File: src/rtl/popcount_pkg.sv
// Shared helpers for the popcount accumulator: count-width function and
// overflow-policy selectors.
package popcount_pkg;

    localparam int SAT_WRAP  = 0;
    localparam int SAT_CLAMP = 1;

    function automatic int cnt_w(input int n);
        return $clog2(n + 1);
    endfunction

endpackage

File: src/rtl/csa_popcount.sv
// Combinational population count: repeated 3:2 full-adder column reduction
// down to two rows, then a final ripple add.
module csa_popcount
    import popcount_pkg::*;
#(
    parameter int N_IN = 12
) (
    input  logic [N_IN-1:0]          in_data,
    output logic [cnt_w(N_IN)-1:0]   count
);

    localparam int unsigned CW = cnt_w(N_IN);
    localparam int unsigned D  = N_IN + 2;
    localparam int unsigned IW = $clog2(D);

    logic [D-1:0]  col [CW];
    logic [D-1:0]  nxt [CW];
    int unsigned   h   [CW];
    int unsigned   nh  [CW];
    logic          fa_s;
    logic          fa_c;
    logic          rc;
    logic [IW-1:0] idx;

    // Column heights depend only on N_IN, so every loop folds to a fixed tree.
    always_comb begin
        fa_s  = 1'b0;
        fa_c  = 1'b0;
        rc    = 1'b0;
        idx   = '0;
        count = '0;
        for (int unsigned c = 0; c < CW; c++) begin
            col[c] = '0;
            nxt[c] = '0;
            h[c]   = 0;
            nh[c]  = 0;
        end
        col[0][N_IN-1:0] = in_data;
        h[0]             = N_IN;

        for (int unsigned r = 0; r < N_IN; r++) begin
            for (int unsigned c = 0; c < CW; c++) begin
                nxt[c] = '0;
                nh[c]  = 0;
            end
            for (int unsigned c = 0; c < CW; c++) begin
                for (int unsigned g = 0; g < D / 3; g++) begin
                    if (3 * g + 2 < h[c]) begin
                        fa_s = col[c][3*g] ^ col[c][3*g+1] ^ col[c][3*g+2];
                        fa_c = (col[c][3*g] & col[c][3*g+1]) |
                               (col[c][3*g] & col[c][3*g+2]) |
                               (col[c][3*g+1] & col[c][3*g+2]);
                        if (nh[c] < D) begin
                            idx         = IW'(nh[c]);
                            nxt[c][idx] = fa_s;
                            nh[c]       = nh[c] + 1;
                        end
                        // carries out of the top column are always zero
                        if (c + 1 < CW && nh[c+1] < D) begin
                            idx           = IW'(nh[c+1]);
                            nxt[c+1][idx] = fa_c;
                            nh[c+1]       = nh[c+1] + 1;
                        end
                    end
                end
                for (int unsigned k = 0; k < D; k++) begin
                    if (k >= 3 * (h[c] / 3) && k < h[c] && nh[c] < D) begin
                        idx         = IW'(nh[c]);
                        nxt[c][idx] = col[c][k];
                        nh[c]       = nh[c] + 1;
                    end
                end
            end
            for (int unsigned c = 0; c < CW; c++) begin
                col[c] = nxt[c];
                h[c]   = nh[c];
            end
        end

        for (int unsigned c = 0; c < CW; c++) begin
            count[c] = col[c][0] ^ col[c][1] ^ rc;
            rc       = (col[c][0] & col[c][1]) | (rc & (col[c][0] ^ col[c][1]));
        end
    end

endmodule

File: src/rtl/popcount_acc_pipe.sv
// Two-stage popcount accumulator: per-beat count register, then frame
// accumulation into a valid/ready result register with global stall.
module popcount_acc_pipe
    import popcount_pkg::*;
#(
    parameter int N_IN  = 12,
    parameter int ACC_W = 16,
    parameter int SAT   = SAT_WRAP
) (
    input  logic             clk,
    input  logic             rst,
    input  logic             in_valid,
    output logic             in_ready,
    input  logic [N_IN-1:0]  in_data,
    input  logic             in_last,
    output logic             out_valid,
    input  logic             out_ready,
    output logic [ACC_W-1:0] out_sum,
    output logic             out_parity,
    output logic             out_overflow
);

    localparam int CW = cnt_w(N_IN);

    logic             en;
    logic [CW-1:0]    cnt;
    logic [CW-1:0]    s1_cnt;
    logic             s1_valid;
    logic             s1_last;
    logic [ACC_W-1:0] acc;
    logic             par;
    logic             ovf;
    logic [ACC_W:0]   t;
    logic [ACC_W-1:0] sum_n;
    logic             par_n;
    logic             ovf_n;

    assign en       = !(out_valid && !out_ready);
    assign in_ready = en && !rst;

    csa_popcount #(.N_IN(N_IN)) u_csa (
        .in_data (in_data),
        .count   (cnt)
    );

    always_comb begin
        t     = {1'b0, acc} + (ACC_W + 1)'(s1_cnt);
        ovf_n = ovf | t[ACC_W];
        par_n = par ^ s1_cnt[0];
        if (SAT == SAT_CLAMP && t[ACC_W]) begin
            sum_n = '1;
        end else begin
            sum_n = t[ACC_W-1:0];
        end
    end

    always_ff @(posedge clk) begin
        if (rst) begin
            s1_valid <= 1'b0;
            s1_last  <= 1'b0;
            s1_cnt   <= '0;
        end else if (en) begin
            s1_valid <= in_valid;
            s1_last  <= in_last;
            s1_cnt   <= cnt;
        end
    end

    always_ff @(posedge clk) begin
        if (rst) begin
            acc          <= '0;
            par          <= 1'b0;
            ovf          <= 1'b0;
            out_sum      <= '0;
            out_parity   <= 1'b0;
            out_overflow <= 1'b0;
        end else if (en && s1_valid) begin
            if (s1_last) begin
                out_sum      <= sum_n;
                out_parity   <= par_n;
                out_overflow <= ovf_n;
                acc          <= '0;
                par          <= 1'b0;
                ovf          <= 1'b0;
            end else begin
                acc <= sum_n;
                par <= par_n;
                ovf <= ovf_n;
            end
        end
    end

    // A fresh result loading on the same edge as a handshake keeps valid high.
    always_ff @(posedge clk) begin
        if (rst) begin
            out_valid <= 1'b0;
        end else if (en && s1_valid && s1_last) begin
            out_valid <= 1'b1;
        end else if (out_ready) begin
            out_valid <= 1'b0;
        end
    end

endmodule

File: config.mk
export PLATFORM = sky130hd
export DESIGN_NAME = popcount_acc_pipe
export DESIGN_NICKNAME = d
export VERILOG_FILES = /design/src/rtl/popcount_pkg.sv /design/src/rtl/csa_popcount.sv /design/src/rtl/popcount_acc_pipe.sv
export SDC_FILE = /design/constraint.sdc
export NUM_CORES = 1
export LEC_CHECK = 0
export CAP_MARGIN = 20
export CORE_AREA = 5 5 70 72
export CTS_CLUSTER_SIZE = 24
export DETAILED_ROUTE_END_ITERATION = 10
export DIE_AREA = 0 0 75 77
export GPL_TIMING_DRIVEN = 0
export PLACE_DENSITY = 0.85
export SYNTH_ARGS = -nofsm -noshare
export SYNTH_HDL_FRONTEND = slang
export SYNTH_SLANG_ARGS = --single-unit
File: constraint.sdc
create_clock -name clk -period 3.95 [get_ports clk]
set_input_delay 0.395 -clock clk [delete_from_list [all_inputs] [get_ports clk]]
set_output_delay 0.395 -clock clk [all_outputs]
set_load 0.01 [all_outputs]
# After elaboration in Yosys (flattened, before gate mapping)
# Index checks and enable logic that the tools add are counted.
totals:
  word_cells: 85
  in_bits: 17
  out_inout_bits: 20
  ff_bits: 43
classes:
  reduce_logical: 9
  n_mux: 5
  add_sub_neg: 1
  bitwise: 60
ops:
  columns: ["operator", "n"]
  rows:
  - ["$and 1x1->1", 25]
  - ["$xor 1x1->1", 19]
  - ["$add 16x4->17", 1]
  - ["$mux 16", 1]
  - ["$or 1x1->1", 16]
  - ["$logic_and 1x1->1", 4]
  - ["$mux 1", 4]
  - ["$logic_not 1->1", 3]
  - ["$reduce_and 2->1", 1]
  - ["$reduce_bool 2->1", 1]

# Logic depth before layout (Yosys ltp)
depth:
  ltp_word: 11
  mapped_depth: 11
  ltp_nobuf: 11

# Modules after synthesis
# From an unflattened synthesis, not the netlist that was laid out.
unflattened:
  cells_unflattened: 259
  hier_area_um2: 2270.9
by_module_without_submodules:
  columns: ["module", "cells_each", "n_inst", "seq_area_each_um2", "area_per_inst_um2"]
  rows:
  - ["popcount_acc_pipe", 235, 1, 860.8, 2033.2]
  - ["csa_popcount", 24, 1, 0.0, 237.7]

# Least setup slack after synthesis
# OpenSTA, ideal clock, no wires.
synth_timing:
  path_type: "input -> register"
  from: "input in_data[0]"
  to: "register s1_cnt[2]"
  setup_slack_ns: 1.147
  setup_time_ns: 0.070
  arrival_ns: 2.733
  path_buffers: 0
  required_ns: 3.880
  path_stages: 9
  cell_sequence: "inv_1 fa_1 fa_1 fa_1 inv_1 ha_1 fa_1 nand2_1 a21oi_1"
synth_via:
  elab_chain_len: 10
  word_cells_on_any_way: 29
  classes_between: "29 x bitwise"
synth_lines:
  columns: ["element", "line", "source"]
  rows:
  - ["from (decl)", "popcount_acc_pipe.sv:14", "input logic [N_IN-1:0] in_data,"]
  - ["$xor 1x1->1, or another cell as far along", "csa_popcount.sv:49", "fa_s = col[c][3*g] ^ col[c][3*g+1] ^ col[c][3*g+2];"]
  - ["$xor 1x1->1 or $or 1x1->1 (tied branches)", "csa_popcount.sv:49, csa_popcount.sv:50", null]
  - ["$and 1x1->1, or another cell as far along", "csa_popcount.sv:50", "fa_c = (col[c][3*g] & col[c][3*g+1]) |"]
  - ["$or 1x1->1 or $xor 1x1->1 (tied branches)", "csa_popcount.sv:50, csa_popcount.sv:49", null]
  - ["$or 1x1->1 or $xor 1x1->1 (tied branches)", "csa_popcount.sv:51, csa_popcount.sv:49", null]
  - ["$and 1x1->1 (on tied branches)", "csa_popcount.sv:50, csa_popcount.sv:51", null]
  - ["$or 1x1->1", "csa_popcount.sv:50", null]
  - ["$or 1x1->1", "csa_popcount.sv:51", "(col[c][3*g] & col[c][3*g+2]) |"]
  - ["$xor 1x1->1", null, null]
  - ["$xor 1x1->1 (*)", "csa_popcount.sv:81", "count[c] = col[c][0] ^ col[c][1] ^ rc;"]
  - ["net cnt[2]", "popcount_acc_pipe.sv:26", "logic [CW-1:0] cnt;"]
  - ["to (signal assigned)", "popcount_acc_pipe.sv:65", "s1_cnt <= cnt;"]
  - ["to (decl)", "popcount_acc_pipe.sv:27", "logic [CW-1:0] s1_cnt;"]
# The timed path passes the listed nets; every way through them passes the cells marked *.
# A chain may end at the register's enable or synchronous reset.

# Final worst setup path
# Ends and elaborated chain as after synthesis.

==> run summary <==
The count of cell types in the netlist is 45. The gate count of the mapped netlist came out at 264. The highest fanout seen on the critical path came out at 1. dfxtp_1 is the most common cell in the netlist. The net count after synthesis is approximately 300. The met3 routing resource usage after global routing is 3.53%. The maximum number of buffers from clock root to sink came out at 2. The worst setup path is of the in2reg kind. The power density over the cells is 347 nW/um^2. For this run, the post-layout net count is between 300 and 400. The total via count in the routed design is a little over 2000. In this run the tightest slew margin relative to its limit is between 30 and 40%. The portion of the post-synthesis area used by sequential elements came out at between 30% and 40%. The setup check on the worst reg-to-reg path leaves a slack of about 1500 ps. The wire length of the first global-routing pass is about 9 mm. The first-pass iteration count of the detailed router is 5.

dfxtp_1 takes more of the synthesized area than any other cell. For the worst setup path, the data required time is between 4000 and 5000 ps. The clock-pin transition on the worst setup and hold timing paths came out at around 80 ps. The final hold violation count is 0. The die covers around 5800 sq um. The setup violation total in the final timing report is 0. The warning count from the yosys run came out at 0.

The cell area after synthesis came out at around 2300 sq um. The utilization after layout is 66.3%. The final clock skew came out at between 3 and 4 ps. The iteration-0 DRC count of the detailed router is a little under 200.

The via count of the first global-routing pass came to between 1500 and 2000. The total power came out at 0.974 mW. The final antenna diode count is 0. The die width came out at ~75 um.

Data on the critical path arrives at its endpoint at ~3300 ps. Setup repair after global routing left no endpoint under its margin. The worst setup path is launched from an input pin. The commonest register cell after synthesis is dfxtp_1. In this run, post-CTS hold repair placed 0 buffers. The post-synthesis sequential element count is between 40 and 50. The critical path starts at in_data[0]. Entering global routing, the biggest net connects 13 pins. The worst register-to-register path begins at s1_cnt[0]. The commonest cells after synthesis are dfxtp_1, nand2_1, o21ai_0, a21oi_1, inv_1. The ratio of cells with drive above 1 in the final layout is between 5 and 6%.

After synthesis, the mean cell area works out to 8.64 sq um. TritonCTS built the clock tree. The highest clock frequency the design can meet is around 330 MHz. The met1 demand-to-capacity share in global routing came out at between 20% and 30%. The number of H-tree branching levels is 2. The top cell type's share of synthesized area is 37.7%. The area growth from synthesis to layout is 23.0%. The setup slack after placement came out at about 570 ps. The total clock sinks came out at 43.

The number of buffers inserted during clock tree synthesis came out at 5. From bottom edge to top edge, the die measures approximately 77 um. For this run, asynchronously set or reset flops after synthesis account for 0%.

The tightest min-delay check is of the reg2reg type. After global routing, the most crowded layer is met2. The number of enable flip-flop cells after synthesis came out at 0.

The worst setup margin came out at roughly 910 ps. The clock period minus worst slack is between 3000 and 4000 ps. The total DRC errors in the routed layout is 0. The number of vias per cell after detailed routing came out at roughly 5.8. The antenna violation net count after detailed routing is 0.

In the final routed layout, each cell accounts on average for about 15 um. Across the run, the number of max-cap violations was 0. The clock reaches the later pin of the worst-skew pair after ~300 ps. The tree is rooted in a clkbuf_8. The worst hold path begins at out_sum[6]. The run finished with clean final reports. The actual slew at the worst max-slew pin is 990 ps. The number of rows in the core area came out at 24. Sorting the synthesized cells by area gives the leading types as dfxtp_1, fa_1, o21ai_0, nand2_1, a21oi_1. The number of top-level pins came out at 37. The placed wire-length estimate is around 3.9 mm. The count of input and output buffers is 36. The final worst-path cycle share is between 70% and 80%. The starting density of the core came out at 53.9%. The final max-slew violation count is 0. The setup fix buffers added after clock tree synthesis came out at 0.

Once the clock tree was built, the resizer swapped 0 gates to a different size. The total core area came out at between 4000 and 5000 sq um. Global routing finished with a remaining overflow of 0. The last weighted congestion value of the routability-driven placer is 0.985. The smallest hold slack is about 450 ps. The combined global-route utilization of all metal layers is 20.1%. The initial antenna violation count came out at 0.

The global-route track usage on met2 came out at 31.7%. The kind of end point of the critical path is a flop. The final wirelength came out at ~5.4 mm.

For the final routed database, the setup TNS stands at 0 ps. For this design the static power due to leakage is ~1.1 nW. The largest voltage drop on the vdd net is 197 uV.
-- worst max-delay path, stage by stage --
cell             delay [ps]
clkdlybuf4s50_1         460
inv_1                    50
fa_1                    440
fa_1                    510
fa_1                    510
inv_1                    50
ha_1                    200
fa_1                    480
nand2_1                  50
a21oi_1                 130
-- stage by stage --
step,cells,instance area [sq um]
after global placement,352,2710
after floorplan,264,2280
after CTS,360,2810
after detailed placement,352,2710
after global routing,360,2810
final,360,2810
-- sequential cells by signal, indices dropped and copies added, names as in the netlist --
| register | flops |
|---|---|
| ovf | 1 |
| out_overflow | 1 |
| out_sum | 16 |
| s1_valid | 1 |
| s1_cnt | 4 |
| s1_last | 1 |
| par | 1 |
| out_parity | 1 |
| out_valid | 1 |
| acc | 16 |
-- where the power goes --
group          leakage [nW]  internal [mW]  switching, mW
clock                0.0515          0.160          0.151
combinational         0.665         0.0842          0.104
sequential            0.348          0.455         0.0202
total                  1.06          0.699          0.276
-- area by class of cell --
type                       instances  area, sq um
buffer                            16         65.1
clock buffer                       8          100
fill                             373         1430
inverter                          20         75.1
multi-input combinational        185         1280
sequential                        43          861
tap                               52         65.1
timing repair buffer              36          360
-- logic make-up after synthesis --
family	after synthesis	share of synthesized area [%]
and+or+nand+nor	83	20.1
AOI/OAI and AO/OA	72	19.0
DFF	43	37.7
buffers and inverters	36	6.14
xor gates and xnor gates	15	5.76
adders and majority gates	15	11.2
-- path summary, 6_finish.rpt --
check	cells after the start	endpoint
worst max-delay path	10	s1_cnt[2]
worst max register to register	8	acc[10]
worst min-delay path	2	out_sum[6]
worst min register to register	2	out_sum[6]
-- per-layer routing --
layer  up-vias  part of all wire [%]  routed length, um
met5         -                     0                  0
met4         0                   3.4                180
met3        20                   5.8                311
met2        92                    48               2550
met1       955                    43               2320
li1       1006                     -                  -
-- cells in the final DEF, fill, tap and decap left out, drive strengths merged, types with 2 or more instances in the layout --
master | netlist | layout
o21ai | 26 | 26
a22oi | 2 | 2
inv | 20 | 20
fa | 9 | 9
a31oi | 2 | 2
clkdlybuf4s50 | 0 | 36
and4b | 3 | 3
a21oi | 22 | 22
xnor2 | 4 | 4
nand2 | 32 | 32
o21a | 2 | 2
dfxtp | 43 | 43
nor2 | 10 | 10
ha | 6 | 6
xor2 | 11 | 11
nor3b | 2 | 2
or3 | 7 | 7
nor4 | 5 | 5
nor3 | 6 | 6
nand3 | 3 | 3
clkbuf | 11 | 19
a311o | 3 | 3
o211ai | 3 | 3
o21bai | 2 | 2
nand2b | 2 | 2
a41oi | 2 | 2
a22o | 2 | 2
nand4 | 6 | 6
nor2b | 2 | 2
buf | 5 | 5
nand3b | 2 | 2
Note: power is estimated with default switching activity, not from simulation.
